==> config.mk <==
export PLATFORM = sky130hd
export DESIGN_NAME = room_navigator_flat
export DESIGN_NICKNAME = d
export VERILOG_FILES = /design/src/rtl/room_pkg.sv /design/src/rtl/room_navigator_if.sv /design/src/rtl/room_neighbor.sv /design/src/rtl/room_navigator.sv /design/src/flat_wrapper.sv
export SDC_FILE = /design/constraint.sdc
export NUM_CORES = 1
export LEC_CHECK = 0
export ABC_AREA = 1
export BUFFER_PORTS_ARGS = -buffer_cell sky130_fd_sc_hd__buf_2
export CORE_ASPECT_RATIO = 0.5
export CORE_MARGIN = 4
export CORE_UTILIZATION = 30
export DETAILED_ROUTE_END_ITERATION = 8
export GPL_TIMING_DRIVEN = 0
export PLACE_DENSITY_LB_ADDON = 0.2
export RECOVER_POWER = 25
export SLEW_MARGIN = 10
export SYNTH_ARGS = -nofsm -noshare
export SYNTH_HDL_FRONTEND = slang
export SYNTH_SLANG_ARGS = --single-unit
==> constraint.sdc <==
create_clock -name Clk -period 4.1 [get_ports Clk]
set_clock_uncertainty 0.2 [all_clocks]
set_input_delay 0.82 -clock Clk [delete_from_list [all_inputs] [get_ports Clk]]
set_output_delay 0.82 -clock Clk [all_outputs]
set_load 0.05 [all_outputs]
==> src/rtl/room_pkg.sv <==
// Shared types and map constants for the room navigation logic.
package room_pkg;

    localparam int unsigned NUM_ROOMS = 8;
    localparam int unsigned ROOM_COLS = 4;
    localparam int unsigned ROOM_ROWS = 2;
    localparam int unsigned FADE_MAX  = 15;

    localparam int unsigned ROOM_W = 3;
    localparam int unsigned CODE_W = 3;
    localparam int unsigned FADE_W = 4;

    typedef enum logic [CODE_W-1:0] {
        NONE  = 3'd0,
        EAST  = 3'd1,
        WEST  = 3'd2,
        NORTH = 3'd3,
        SOUTH = 3'd4
    } door_t;

    typedef enum logic [1:0] {
        IDLE,
        FADE_OUT,
        SWAP,
        FADE_IN
    } nav_state_t;

    // True for the four directional exit codes.
    function automatic logic is_move(input logic [CODE_W-1:0] code);
        return (code >= EAST) && (code <= SOUTH);
    endfunction

endpackage

==> src/rtl/room_navigator_if.sv <==
// Player-side exit events in, room / blanking control out.
interface room_navigator_if;
    import room_pkg::*;

    logic              frame_clk;
    logic [CODE_W-1:0] doorcode;
    logic [ROOM_W-1:0] room;
    logic              freeze;
    logic [FADE_W-1:0] fade_level;
    logic              room_changed;

    modport master (
        output frame_clk, doorcode,
        input  room, freeze, fade_level, room_changed
    );

    modport slave (
        input  frame_clk, doorcode,
        output room, freeze, fade_level, room_changed
    );
endinterface

==> src/rtl/room_neighbor.sv <==
// Combinational grid neighbour lookup; off-grid moves return the same room.
module room_neighbor
    import room_pkg::*;
#(
    parameter int unsigned COLS = ROOM_COLS,
    parameter int unsigned ROWS = ROOM_ROWS
) (
    input  logic [ROOM_W-1:0] room,
    input  logic [CODE_W-1:0] doorcode,
    output logic [ROOM_W-1:0] target,
    output logic              blocked
);

    logic [31:0] col;
    logic [31:0] row;
    logic [31:0] ncol;
    logic [31:0] nrow;
    logic        off;

    always_comb begin
        col  = 32'(room) % COLS;
        row  = 32'(room) / COLS;
        ncol = col;
        nrow = row;
        off  = 1'b0;
        case (doorcode)
            EAST:    if (col + 32'd1 >= COLS) off = 1'b1; else ncol = col + 32'd1;
            WEST:    if (col == 32'd0)        off = 1'b1; else ncol = col - 32'd1;
            NORTH:   if (row == 32'd0)        off = 1'b1; else nrow = row - 32'd1;
            SOUTH:   if (row + 32'd1 >= ROWS) off = 1'b1; else nrow = row + 32'd1;
            default: off = 1'b1;
        endcase
        if (!off && (nrow * COLS + ncol) >= NUM_ROOMS)
            off = 1'b1;
        blocked = off;
        target  = off ? room : ROOM_W'(nrow * COLS + ncol);
    end

endmodule

==> src/rtl/room_navigator.sv <==
// Owns the current room; runs a frame-paced fade-out / swap / fade-in on exits.
module room_navigator #(
    parameter int unsigned START_ROOM = 0,
    parameter int unsigned ROOM_COLS  = room_pkg::ROOM_COLS,
    parameter int unsigned ROOM_ROWS  = room_pkg::ROOM_ROWS,
    parameter int unsigned FADE_MAX   = room_pkg::FADE_MAX
) (
    input  logic             Clk,
    input  logic             Reset,
    room_navigator_if.slave  bus
);
    import room_pkg::*;

    localparam logic [FADE_W-1:0] FADE_TOP = FADE_W'(FADE_MAX);
    localparam logic [ROOM_W-1:0] ROOM_RST = ROOM_W'(START_ROOM);

    nav_state_t        state_q, state_d;
    logic [FADE_W-1:0] fade_q, fade_d;
    logic [ROOM_W-1:0] room_q, room_d;
    logic [ROOM_W-1:0] target_q, target_d;
    logic [CODE_W-1:0] prev_q, prev_d;
    logic              frame_d_q;
    logic [ROOM_W-1:0] nb_target;
    logic              nb_blocked;
    logic              frame_edge;
    logic              door_event;

    room_neighbor #(
        .COLS (ROOM_COLS),
        .ROWS (ROOM_ROWS)
    ) u_neighbor (
        .room     (room_q),
        .doorcode (bus.doorcode),
        .target   (nb_target),
        .blocked  (nb_blocked)
    );

    assign frame_edge = bus.frame_clk & ~frame_d_q;
    // Fires only on the first frame a code appears, so a held code cannot retrigger.
    assign door_event = frame_edge & is_move(bus.doorcode) & (prev_q == NONE);

    always_ff @(posedge Clk) begin
        if (Reset) begin
            state_q   <= IDLE;
            fade_q    <= '0;
            room_q    <= ROOM_RST;
            target_q  <= '0;
            prev_q    <= '0;
            frame_d_q <= 1'b0;
        end else begin
            state_q   <= state_d;
            fade_q    <= fade_d;
            room_q    <= room_d;
            target_q  <= target_d;
            prev_q    <= prev_d;
            frame_d_q <= bus.frame_clk;
        end
    end

    always_comb begin
        state_d  = state_q;
        fade_d   = fade_q;
        room_d   = room_q;
        target_d = target_q;
        prev_d   = frame_edge ? bus.doorcode : prev_q;
        case (state_q)
            IDLE: begin
                if (door_event && !nb_blocked && (nb_target != room_q)) begin
                    target_d = nb_target;
                    fade_d   = '0;
                    state_d  = FADE_OUT;
                end
            end
            FADE_OUT: begin
                if (frame_edge) begin
                    if (fade_q == FADE_TOP) state_d = SWAP;
                    else                    fade_d  = fade_q + FADE_W'(1);
                end
            end
            SWAP: begin
                room_d  = target_q;
                state_d = FADE_IN;
            end
            FADE_IN: begin
                if (frame_edge) begin
                    if (fade_q == '0) state_d = IDLE;
                    else              fade_d  = fade_q - FADE_W'(1);
                end
            end
            default: state_d = IDLE;
        endcase
    end

    assign bus.room         = room_q;
    assign bus.fade_level   = fade_q;
    assign bus.freeze       = (state_q != IDLE);
    assign bus.room_changed = (state_q == SWAP);

endmodule

==> src/flat_wrapper.sv <==
// flat-port wrapper written by rule: the top's interface ports become plain ports
module room_navigator_flat import room_pkg::*;
#(
    parameter int unsigned START_ROOM = 0,
    parameter int unsigned ROOM_COLS  = room_pkg::ROOM_COLS,
    parameter int unsigned ROOM_ROWS  = room_pkg::ROOM_ROWS,
    parameter int unsigned FADE_MAX   = room_pkg::FADE_MAX
)
  (Clk, Reset, bus_frame_clk, bus_doorcode, bus_room, bus_freeze, bus_fade_level, bus_room_changed);
  room_navigator_if bus_i ();
  input  logic Clk;
  input  logic Reset;
  input wire logic [$bits(bus_i.frame_clk)-1:0] bus_frame_clk;
  input wire logic [$bits(bus_i.doorcode)-1:0] bus_doorcode;
  output wire logic [$bits(bus_i.room)-1:0] bus_room;
  output wire logic [$bits(bus_i.freeze)-1:0] bus_freeze;
  output wire logic [$bits(bus_i.fade_level)-1:0] bus_fade_level;
  output wire logic [$bits(bus_i.room_changed)-1:0] bus_room_changed;
  assign bus_i.frame_clk = bus_frame_clk;
  assign bus_i.doorcode = bus_doorcode;
  assign bus_room = bus_i.room;
  assign bus_freeze = bus_i.freeze;
  assign bus_fade_level = bus_i.fade_level;
  assign bus_room_changed = bus_i.room_changed;
  room_navigator #(.START_ROOM(START_ROOM), .ROOM_COLS(ROOM_COLS), .ROOM_ROWS(ROOM_ROWS), .FADE_MAX(FADE_MAX)) u_core (.Clk(Clk), .Reset(Reset), .bus(bus_i));
endmodule
==> impl_metrics.ini <==
[outcome]
outcome = completed

[synth]
synth_ff_type = dfxtp_1
netlist.area_leader.share = 0.280
syn_inst = 173
synth-seq-cells = 16
ys_types = 31
synth_edf_count = 0
synth.area.top_cells = dfxtp_1 (28%), nand2_1 (12%), ha_1 (8.7%), nor2_1 (8.5%), inv_1 (7.2%)
synth_top_area_cell = dfxtp_1
ys.warnings.count = 0
synth.cell_area_sq_um = 1140
syn_nets = 188
async_flop_share = 0
syn_avg_cell_area_sq_um = 6.62
yosysSeqAreaShare = 0.280

[layout]
final_nets = 207
layout_commonest_cell = nand2_1
layout.cells.non_filler = 242
area_growth_syn_to_layout_pct = 16.2
drive_above_1_share = 0.152
diodes = 0
mostFrequentLayoutCells = nand2_1 (38), nor2_1 (26), inv_1 (22)

[flow_run]
max_cap_viol_count = 0

[worst_setup_path]
cpPeakStageDelay_ns = 0.30
r2r_cells = 12
cp-end-kind = flip-flop
reg2reg_from = u_core.bus.room[2]
timing.rr.end = u_core.target_q[0]
start_kind = input pin
critPathKind = in -> reg
path_cells = buf_2 -> inv_2 -> nand3_1 -> a21oi_1 -> ha_1 -> nand3b_1 -> nand2_1 -> nand2_1 -> nand2_1 -> nand2_2 -> nor2_2 -> inv_1 -> a21oi_1 -> nor2_1
cp_data_arrival_time_ns = 2.40
cp_max_fo = 7
r2r_slack_ns = 2.10
crit_top_cell = nand2_1
cp_slowest_cell = ha_1
cp.required_ns = 4.04

[route]
ant_nets = 0
drt_first_pass_iters = 4
wl_per_cell_microns = 9.72
drc = 0
vias_per_cell = 4.41
vias = 1068
drt-total-wl_microns = 2350
drtIter0Drc = 26

[power]
power_frac_clock = 0.182
p_sw_uw = 379
pwr-share-seq = 0.279
swShare = 0.485
vdd_drop_max_mv = 0.188
p_comb_frac = 0.539
power_density_nw_per_um2 = 587
internal_power_uw = 402
power_leakage_nw = 0.674

[die]
num_rows = 15
die_area_sq_um = 4930
io_pins = 15
die_w_microns = 95.4
dieHeight_microns = 51.7
start_util = 0.323
core-area_sq_um = 3550

[global_routing]
grt_pass1_wl_microns = 4160
antenna_found_initial = 0
grt_use_total = 0.109
overflow = 0
grt_pass1_vias = 959
grt_max_degree = 11

[worst_hold_path]
min_from = u_core.target_q[1]
min_to = u_core.bus.room[1]
worstHoldPathType = reg -> reg
hold_path_depth = 2

[cts]
cts_buffers = 3
clk_latency_ns = 0.25
cts_max_level = 1
clk_pin_slew_ns = 0.06
cts_root_buffer = clkbuf_8
ctsResizeCount = 0
cts_tree = done
cts_setup_buffers = 0
cts_hold_buf = 0
clockBufferDepth = 2
cts_sinks = 16

[sta]
setup_viol = 0
fin_crit_ns = 2.46
setup_slack_ns = 1.64
finalHoldViolations = 0
report.final.slew_viol_count = 0
fmax_mhz = 406
timing.final.crit_share = 0.600
rsz0062_at_grt = false
finalSetupTns_ns = 0

[placement]
dpl.cell_count = 238
post-dp-hpwl_microns = 1910
post-place-ws_ns = 1.35
gp_congestion = 0.744
port_buffers = 14
flip-flops by register name, summed over array words and instances (netlist names):
name / count
u_core.prev_q: 3
u_core.bus.fade_level: 4
u_core.target_q: 3
u_core.bus.room: 3
u_core.state_q: 2
u_core.frame_d_q: 1
worst max path at each step:
stage / end / startpoint / cells after the start
floorplan: u_core.target_q[0] / bus_doorcode[0] / 13
global placement: u_core.target_q[0] / bus_doorcode[0] / 14
detailed placement: u_core.target_q[0] / bus_doorcode[0] / 14
CTS: u_core.target_q[2] / bus_doorcode[0] / 14
global route: u_core.target_q[0] / bus_doorcode[0] / 14
finish: u_core.target_q[0] / bus_doorcode[0] / 14
Yosys cell counts, types with 2 or more instances:
| cell | number |
|---|---|
| a21oi_1 | 11 |
| dfxtp_1 | 16 |
| ha_1 | 8 |
| inv_1 | 22 |
| inv_2 | 2 |
| nand2_1 | 38 |
| nand3_1 | 12 |
| nand4_1 | 5 |
| nor2_1 | 26 |
| nor2_2 | 2 |
| o21ai_0 | 11 |
final cells by class:
type / count / area (sq um)
timing repair buffer: 14 / 70.1
buffer: 2 / 15.0
sequential: 16 / 320
inverter: 24 / 90.1
fill: 380 / 2220
clock buffer: 4 / 55.1
tap: 51 / 63.8
multi-input combinational: 131 / 716
layer usage:
metal  GRT usage  share of wire
met3      0.0347          0.036
met2       0.173           0.42
met4      0.0359          0.012
met5           0              0
met1       0.140           0.53
worst max-delay path: cells and delay by family:
| kind | cells | cell delay [ns] |
|---|---|---|
| adder cells (fa/ha/maj) | 1 | 0.30 |
| AND/OR/NAND/NOR | 8 | 0.77 |
| AO/OA/AOI/OAI | 2 | 0.20 |
| buffers and inverters | 3 | 0.30 |
power by group through the flow:
stage	Clock (mW)	Combinational, mW	Sequential [mW]
after floorplan	0	0.276	0.289
after global placement	0	0.424	0.221
after detailed placement	0	0.427	0.222
after CTS	0.149	0.427	0.218
after global routing	0.156	0.482	0.225
final	0.142	0.421	0.218
stage by stage:
step	hold slack, ns	cell area (sq um)	utilization	total power, mW
after CTS	0.287	1330	0.376	0.795
final	0.282	1330	0.375	0.781
after detailed placement	0.271	1280	0.360	0.648
after global routing	0.326	1330	0.375	0.862
after floorplan	0.247	1140	-	0.564
after global placement	0.267	1280	0.360	0.645
kinds of logic after synthesis:
logic type,Yosys count,synth area share
compound gates,27,0.131
xor+xnor,2,0.0153
fa+ha+maj,9,0.105
buf+inv,26,0.0951
flops,16,0.280
other cells,1,0.00328
simple gates,92,0.371
(Power assumes the default switching activity.)
